--- src/rtl/io_bus_pkg.sv ---
// Shared definitions for the IO bus arbiter slice.
//   req_id_e  : requester identity carried through the read tracker
//   io_req_t  : one requester's access fields {addr, wdata, ctrl}
//   CTRL_*    : bit positions inside the 2-bit control field
//   DEV_*     : device-select codes found in address bits [25:23]
package io_bus_pkg;

  typedef enum logic {
    REQ_A = 1'b0,
    REQ_B = 1'b1
  } req_id_e;

  localparam int CTRL_WRITE   = 1;
  localparam int CTRL_BYTE    = 0;

  localparam int IO_SPACE_BIT = 31;
  localparam int DEV_SEL_MSB  = 25;
  localparam int DEV_SEL_LSB  = 23;

  localparam logic [2:0] DEV_LED = 3'd0;
  localparam logic [2:0] DEV_VGA = 3'd1;
  localparam logic [2:0] DEV_SD  = 3'd2;
  localparam logic [2:0] DEV_PS2 = 3'd3;

  typedef struct packed {
    logic [31:0] addr;
    logic [15:0] wdata;
    logic [1:0]  ctrl;
  } io_req_t;

  function automatic logic [2:0] dev_sel(input logic [31:0] addr);
    return addr[DEV_SEL_MSB:DEV_SEL_LSB];
  endfunction

endpackage

--- src/rtl/io_read_tracker.sv ---
// In-flight read tracker: a DEPTH-deep {valid, id} shift register that
// advances every cycle. An entry pushed in cycle T is at the head in
// cycle T+DEPTH.
//   main_clk  : clock
//   reset     : synchronous, active-high; drops every in-flight entry
//   push_vld  : a read is issued this cycle (else a bubble is shifted in)
//   push_id   : requester that issued it
//   head_vld  : head entry is a read whose data is on the bus now
//   head_id   : requester owning the head entry
//   busy      : any entry valid
module io_read_tracker
  import io_bus_pkg::*;
#(
  parameter int DEPTH = 2
) (
  input  logic    main_clk,
  input  logic    reset,
  input  logic    push_vld,
  input  req_id_e push_id,
  output logic    head_vld,
  output req_id_e head_id,
  output logic    busy
);

  logic    [DEPTH-1:0] vld_pipe;
  req_id_e [DEPTH-1:0] id_pipe;

  always_ff @(posedge main_clk) begin
    if (reset) begin
      vld_pipe <= '0;
      id_pipe  <= {DEPTH{REQ_A}};
    end else begin
      vld_pipe[0] <= push_vld;
      id_pipe[0]  <= push_id;
      for (int i = 1; i < DEPTH; i++) begin
        vld_pipe[i] <= vld_pipe[i-1];
        id_pipe[i]  <= id_pipe[i-1];
      end
    end
  end

  assign head_vld = vld_pipe[DEPTH-1];
  assign head_id  = id_pipe[DEPTH-1];
  assign busy     = |vld_pipe;

endmodule

--- src/rtl/io_bus_arbiter.sv ---
// Two-requester arbiter in front of the IO block. One access is issued per
// cycle (grant is combinational in the request cycle); reads are tracked
// through the IO block's fixed latency and their data is routed back to
// the issuer.
//   main_clk, reset        : clock, synchronous active-high reset
//   a_* / b_*              : requester A (CPU) / B (DMA) request + response
//   io_address/_data_in/_control : to IO block, muxed from the winner
//   io_data_out            : read data from IO block
//   busy                   : at least one read in flight
module io_bus_arbiter
  import io_bus_pkg::*;
#(
  parameter int READ_LATENCY   = 2,
  parameter int FIXED_PRIORITY = 0
) (
  input  logic        main_clk,
  input  logic        reset,
  input  logic        a_req,
  input  logic [31:0] a_addr,
  input  logic [15:0] a_wdata,
  input  logic [1:0]  a_ctrl,
  output logic        a_grant,
  output logic        a_rvalid,
  output logic [15:0] a_rdata,
  input  logic        b_req,
  input  logic [31:0] b_addr,
  input  logic [15:0] b_wdata,
  input  logic [1:0]  b_ctrl,
  output logic        b_grant,
  output logic        b_rvalid,
  output logic [15:0] b_rdata,
  output logic [31:0] io_address,
  output logic [15:0] io_data_in,
  output logic [1:0]  io_control,
  input  logic [15:0] io_data_out,
  output logic        busy
);

  req_id_e rr_ptr;
  logic    a_win, b_win;
  io_req_t sel;
  logic    head_vld;
  req_id_e head_id;

  // A wins when alone, under fixed priority, or when it holds the pointer.
  assign a_win   = a_req && (!b_req || (FIXED_PRIORITY != 0) || (rr_ptr == REQ_A));
  assign b_win   = b_req && !a_win;
  // Grants are held low during reset so nothing reaches the IO block.
  assign a_grant = a_win && !reset;
  assign b_grant = b_win && !reset;

  // Pointer moves to the loser, and only under contention.
  always_ff @(posedge main_clk) begin
    if (reset)              rr_ptr <= REQ_A;
    else if (a_req && b_req) rr_ptr <= a_win ? REQ_B : REQ_A;
  end

  // Idle bus drives all zeros, so no write strobe without a grant.
  always_comb begin
    sel = '0;
    if (a_grant)      sel = '{addr: a_addr, wdata: a_wdata, ctrl: a_ctrl};
    else if (b_grant) sel = '{addr: b_addr, wdata: b_wdata, ctrl: b_ctrl};
  end

  assign io_address = sel.addr;
  assign io_data_in = sel.wdata;
  assign io_control = sel.ctrl;

  io_read_tracker #(.DEPTH(READ_LATENCY)) u_trk (
    .main_clk (main_clk),
    .reset    (reset),
    .push_vld ((a_grant || b_grant) && !sel.ctrl[CTRL_WRITE]),
    .push_id  (b_grant ? REQ_B : REQ_A),
    .head_vld (head_vld),
    .head_id  (head_id),
    .busy     (busy)
  );

  // Response path, one lane per requester: pass-through on the rvalid
  // cycle, last captured value otherwise.
  logic [1:0]       rvalid_vec;
  logic [1:0][15:0] rdata_q;
  logic [1:0][15:0] rdata_vec;

  for (genvar r = 0; r < 2; r++) begin : g_rsp
    assign rvalid_vec[r] = head_vld && (head_id == req_id_e'(r));
    assign rdata_vec[r]  = rvalid_vec[r] ? io_data_out : rdata_q[r];
    always_ff @(posedge main_clk) begin
      if (reset)              rdata_q[r] <= '0;
      else if (rvalid_vec[r]) rdata_q[r] <= io_data_out;
    end
  end

  assign a_rvalid = rvalid_vec[REQ_A];
  assign b_rvalid = rvalid_vec[REQ_B];
  assign a_rdata  = rdata_vec[REQ_A];
  assign b_rdata  = rdata_vec[REQ_B];

endmodule
--- config.mk ---
export PLATFORM = sky130hd
export DESIGN_NAME = io_bus_arbiter
export DESIGN_NICKNAME = d
export VERILOG_FILES = /design/src/rtl/io_bus_pkg.sv /design/src/rtl/io_read_tracker.sv /design/src/rtl/io_bus_arbiter.sv
export SDC_FILE = /design/constraint.sdc
export NUM_CORES = 1
export LEC_CHECK = 0
export BUFFER_PORTS_ARGS = -buffer_cell sky130_fd_sc_hd__buf_4
export CAP_MARGIN = 30
export CORE_UTILIZATION = 34
export CTS_CLUSTER_SIZE = 30
export DETAILED_ROUTE_END_ITERATION = 6
export PLACE_DENSITY = 0.79
export SYNTH_ARGS = -nofsm -noshare
export SYNTH_HDL_FRONTEND = slang
export SYNTH_SLANG_ARGS = --single-unit
--- constraint.sdc ---
create_clock -name main_clk -period 1.2 [get_ports main_clk]
set_input_delay 0.06 -clock main_clk [delete_from_list [all_inputs] [get_ports main_clk]]
set_output_delay 0.06 -clock main_clk [all_outputs]
set_load 0.1 [all_outputs]
After elaboration in Yosys (flattened, before gate mapping). Index checks and enable logic that the tools add are counted.

Register bits after elaboration: 37. Input port bits: 120. Output and inout port bits: 87. Logic and storage cells: 29.

Mux-type cells: 6. Bitwise operators: 2. Reductions and logical operators: 15.

Operator list (count): two-way mux 50 bit (2); two-way mux 16 bit (2); logical AND 1 bit (8); logical NOT 1 bit (4); logical OR 1 bit (2); two-way mux 1 bit (2); NOT 1 bit (2); OR reduction 2 bit (1).

Logic depth before layout (Yosys ltp).
Word-level depth: 10. Gate-level depth with buffers: 5. Depth with buffers taken out: 3.

Cells and area by module. Synthesis repeated with hierarchy kept, for this count alone.

Cell total of the unflattened synthesis: 250. Area total of the unflattened synthesis: 2219.6 um2.

Modules (own cells, without submodules): io_bus_arbiter (instances 1, cells each 241, area an instance 2108.3 um2, seq. area each 660.6 um2); io_read_tracker (instances 1, cells each 9, area an instance 111.4 um2, seq. area each 80.1 um2).

Worst setup path before layout. OpenSTA, ideal clock, no wires.

Path kind: flip-flop to output port. From: register rr_ptr. To: output io_address[0]. Arrival time: 2178 ps. Data required time: 1140 ps. Path slack: -1038 ps. Cell stages (with the launch flop): 6. Path buffers: 2. Path through: dfxtp_1 > nand2b_1 > clkbuf_1 > buf_2 > a32oi_1 > nor2_1.

Word-level cells in the longest chain between the ends: 8. Elaborated cells between the ends (all ways): 9. Classes of those cells: mux (2); bitwise (1); reduce/logical (6).

RTL lines: from (decl) (line io_bus_arbiter.sv:39) `req_id_e rr_ptr;`; from (signal assigned) (line io_bus_arbiter.sv:55) `else if (a_req && b_req) rr_ptr <= a_win ? REQ_B : REQ_A;`; NOT 1 bit * (line io_bus_arbiter.sv:46) `assign a_win = a_req && (!b_req || (FIXED_PRIORITY != 0) || (rr_ptr == REQ_A));`; logical OR 1 bit * (line io_bus_arbiter.sv:46); logical AND 1 bit * (line io_bus_arbiter.sv:46); logical NOT 1 bit (line io_bus_arbiter.sv:47) `assign b_win = b_req && !a_win;`; logical AND 1 bit (line io_bus_arbiter.sv:47); logical AND 1 bit (line io_bus_arbiter.sv:50) `assign b_grant = b_win && !reset;`; two-way mux 50 bit (line io_bus_arbiter.sv:62) `else if (b_grant) sel = '{addr: b_addr, wdata: b_wdata, ctrl: b_ctrl};`; two-way mux 50 bit * (line io_bus_arbiter.sv:61) `if (a_grant) sel = '{addr: a_addr, wdata: a_wdata, ctrl: a_ctrl};`; to (decl) (line io_bus_arbiter.sv:32) `output logic [31:0] io_address,`.

Every way passes the cells marked *; elsewhere a longest branch is shown, timed or not.

Worst setup path in the final report.
From: register rr_ptr. To: output io_data_in[11].

Word-level cells in the longest chain between the ends: 8. Elaborated cells between the ends (all ways): 9. Classes of those cells: mux (2); bitwise (1); reduce/logical (6).

RTL lines: NOT 1 bit * (line io_bus_arbiter.sv:46); logical OR 1 bit * (line io_bus_arbiter.sv:46); logical AND 1 bit * (line io_bus_arbiter.sv:46); logical NOT 1 bit (line io_bus_arbiter.sv:47); logical AND 1 bit (line io_bus_arbiter.sv:47); logical AND 1 bit (line io_bus_arbiter.sv:50); two-way mux 50 bit (line io_bus_arbiter.sv:62); two-way mux 50 bit * (line io_bus_arbiter.sv:61); to (decl) (line io_bus_arbiter.sv:33) `output logic [15:0] io_data_in,`.

Marks and branches as above.

==> results.md <==
* CP endpoint kind: primary output
* Area share of and/or/nand/nor cells after synthesis at 20.9%
* Final Hold Viols at 0
* WL met3 at 1.06 mm
* Synthesized flop and latch total at 37
* Final routed DRC violation total at 0
* Inserted Diodes at 0
* Main combinational cell family by area after synthesis: simple AND/OR/NAND/NOR gates
* Tcrit/Tclk final at 145%
* Die height at 83.5 um
* Adder-Cell Fraction of Synth Area at 0%
* Tmin final at 1.74 ns
* GRT Total Usage at 31.1%
* Gp weighted congestion at 0.815
* Starting Density at 35.4%
* Dpl hpwl at 6.64 mm
* Die footprint at 6970 sq um
* CP Depth at 5
* Worst-Margin Slew at 0.422 ns
* Vias at 3,298
* CTS tree: built
* Slowest-stage cell, CP: a32oi_1
* Max Fclk at 574 MHz
* Clock tree buffer depth at 2
* Outcome: complete, but fails checks
* Proportion of layout cells with a drive suffix above 1 at 83.3%
* Final ANT Viol Nets at 0
* Synth Area in Compound Gates at 20.2%
* Pre-antenna DRT Iters at 5
* Buf/Inv on CP at 2
* R2R depth at 5
* Vias in the first global route at 3,190
* Unique masters post-synth at 19
* Skew-Pair Late Insertion Delay at 0.30 ns
* Cell area after synthesis at 2260 sq um
* Crit path kind: flop to primary output
* CP Launch Type: flop
* Failing checks: setup timing
* Max incr delay on CP at 0.38 ns
* Setup Skew at 0.00940 ns
* RSZ-0062 raised after global routing: true
* Clock-pin slew on the worst setup and hold paths at 0.08 ns
* Rel. slew slack at 71.9%
* Fin nets at 585
* Critical Path Fanout Max at 13
* Wire length on met1 at 4.85 mm
* Row count at 29
* Post-Syn Nets at 369
* Xor/xnor share of the synthesized area at 0.388%
* Yosys warns at 0
* Reg2Reg Setup Slack at -0.24 ns
* Cells along the critical path: nand2b_4 -> buf_12 -> a32oi_1 -> nor2_4 -> buf_8
* Die width at 83.5 um
* Avg Cell Area, Syn at 9.07 sq um
* Io pins at 207
* Largest net degree at the start of global routing at 28
* Peak supply drop at 0.984 mV
* Mux share of post-synthesis cell area at 18.8%
* Post-DR wirelength/cell at 28.4 um
* Initial antenna violation count at 0
* Final setup margin at -0.543 ns
* Count of pins over their slew limit at 0
* WHS at 0.102 ns
* Core area at 6390 sq um
* DR WL met2 at 8.26 mm
* R2R Path Start: u_trk.head_id$_SDFF_PP0_
* Detailed Route WL at 15.4 mm
* IO Port Bufs at 206
* Synth-to-layout area growth at 170%
* Fill cells at 127
* Vias/cell at 6.07
* Gr ovfl total at 0
* Design area at 6100 sq um
* Leak Pwr at 0.00248 uW
* WP data arrival at 1.68 ns
* Area of placed instances at 4510 sq um
* Setup crit start: rr_ptr$_SDFFE_PP0P_
* Hold crit path type: primary input to flop
* Family with the most delay on the worst path: compound AO/OA/AOI/OAI gates
* Max-cap viol count at 0
* Num CTS Buffers at 5
* Register area share after synthesis at 32.8%
* PD cells at 865 nW/um^2
* Highest routing layer actually used: met4
* Crit path to: io_data_in[11]
* Crit path required time at 1.14 ns
* Cells after Synth at 249
* Setup_tns at -40.22 ns
* Initial DRC Count at 135
* Root buf cell: clkbuf_8
* First-pass GRT wire length at 16.9 mm
* Setup violators final at 120
* # clock sinks at 37
* Reg2reg end: rdata_q[1]$_SDFF_PP0_
* H-Tree Depth at 2
layout by cell type (no fill, tap or decap), types with 2 or more instances in the layout:
master | netlist | layout
buf_4 | 0 | 128
buf_12 | 0 | 71
nor2_4 | 0 | 51
dfxtp_1 | 37 | 34
mux2_4 | 17 | 32
nor2b_4 | 2 | 24
a32oi_1 | 50 | 24
a32oi_2 | 0 | 24
buf_6 | 2 | 19
buf_8 | 1 | 17
nor2b_1 | 34 | 12
clkbuf_8 | 0 | 5
nor2_1 | 54 | 3
a32oi_4 | 0 | 2
clkinvlp_4 | 0 | 2
nand2_1 | 3 | 2
clkinv_2 | 0 | 2
clkbuf_16 | 0 | 2
dfxtp_4 | 0 | 2
how the worst min path moves through the flow:
| stage | from | end | slack, ns | cells after the start |
|---|---|---|---|---|
| after floorplan | b_ctrl[1] | u_trk.vld_pipe[0]$_SDFF_PP0_ | 0.16 | 1 |
| after global placement | b_ctrl[1] | u_trk.vld_pipe[0]$_SDFF_PP0_ | 0.27 | 2 |
| after detailed placement | b_ctrl[1] | u_trk.vld_pipe[0]$_SDFF_PP0_ | 0.27 | 2 |
| after CTS | a_ctrl[1] | u_trk.vld_pipe[0]$_SDFF_PP0_ | 0.05 | 4 |
| after global routing | a_ctrl[1] | u_trk.vld_pipe[0]$_SDFF_PP0_ | 0.11 | 4 |
| final | a_ctrl[1] | u_trk.vld_pipe[0]$_SDFF_PP0_ | 0.10 | 4 |
worst reg2reg max path, delay by kind of cell, from the launching register on:
| kind | cells | cell delay (ns) |
|---|---|---|
| buffers and inverters | 2 | 0.31 |
| DFF | 1 | 0.38 |
| muxes | 1 | 0.34 |
| and+or+nand+nor | 2 | 0.31 |
area by class of cell:
| class | instances | area, sq um | area share (%) |
|---|---|---|---|
| inverter | 1 | 7.51 | 0.123 |
| tap | 77 | 96.3 | 1.58 |
| sequential | 37 | 749 | 12.3 |
| multi-input combinational | 181 | 2220 | 36.4 |
| timing repair buffer | 239 | 2940 | 48.2 |
| clock inverter | 3 | 17.5 | 0.287 |
| clock buffer | 5 | 68.8 | 1.13 |
flip-flops by register name, summed over array words and instances (netlist names):
register	count
u_trk.vld_pipe	2
u_trk.head_id	1
rdata_q	32
rr_ptr	1
u_trk.id_pipe	1
power breakdown:
group	internal [uW]	leakage (uW)	switching [uW]
clock	401	0.0000439	476
sequential	1250	0.000301	20.9
combinational	1170	0.00214	1950
cells by family (layout without fill, tap and decap cells):
| family | count (synthesis) | in the layout |
|---|---|---|
| simple gates | 96 | 96 |
| compound gates | 52 | 52 |
| flops | 37 | 37 |
| mux | 32 | 32 |
| buf+inv | 31 | 248 |
| xor+xnor | 1 | 1 |
timing repair:
action / in CTS / in global routing
pin swaps: 2 / 4
cloned: 1 / 2
setup buffers: 2 / 7
gates resized for setup: 225 / 84
hold buffers: 1 / 0
setup endpoints to repair: 102 / 119
endpoints found under the hold margin: 1 / 0
metrics by stage:
step	power, uW	cells	setup slack (ns)	util [%]
2_1_floorplan	3060	249	-0.344	-
3_5_place_dp	3720	522	-0.130	70.7
6_report	5280	543	-0.543	95.6
3_3_place_gp	3690	522	-0.104	70.7
5_1_grt	5370	543	-0.565	95.6
4_1_cts	4940	534	-0.393	87.7
synthesized netlist by cell type:
cell / number / area share [%]
buf_8: 1 / 0.66
nand2_1: 3 / 0.50
o31ai_1: 1 / 0.33
a32oi_1: 50 / 19
buf_2: 10 / 2.2
nor2b_4: 2 / 1.2
clkbuf_1: 17 / 2.8
buf_6: 2 / 1.0
nor2b_1: 34 / 9.4
dfxtp_1: 37 / 33
nor2_1: 54 / 9.0
nand2_2: 1 / 0.28
xor2_1: 1 / 0.39
mux2_2: 15 / 7.5
inv_1: 1 / 0.17
a21boi_2: 1 / 0.50
nand2b_1: 1 / 0.28
or2_2: 1 / 0.28
mux2_4: 17 / 11
routing by layer:
layer  up-vias  track usage [%]
met5         -                0
met4         0             15.1
met3        90             7.12
met2       276             60.8
met1      1583             30.4
li1       1349                -
Note: power is estimated with default switching activity, not from simulation.
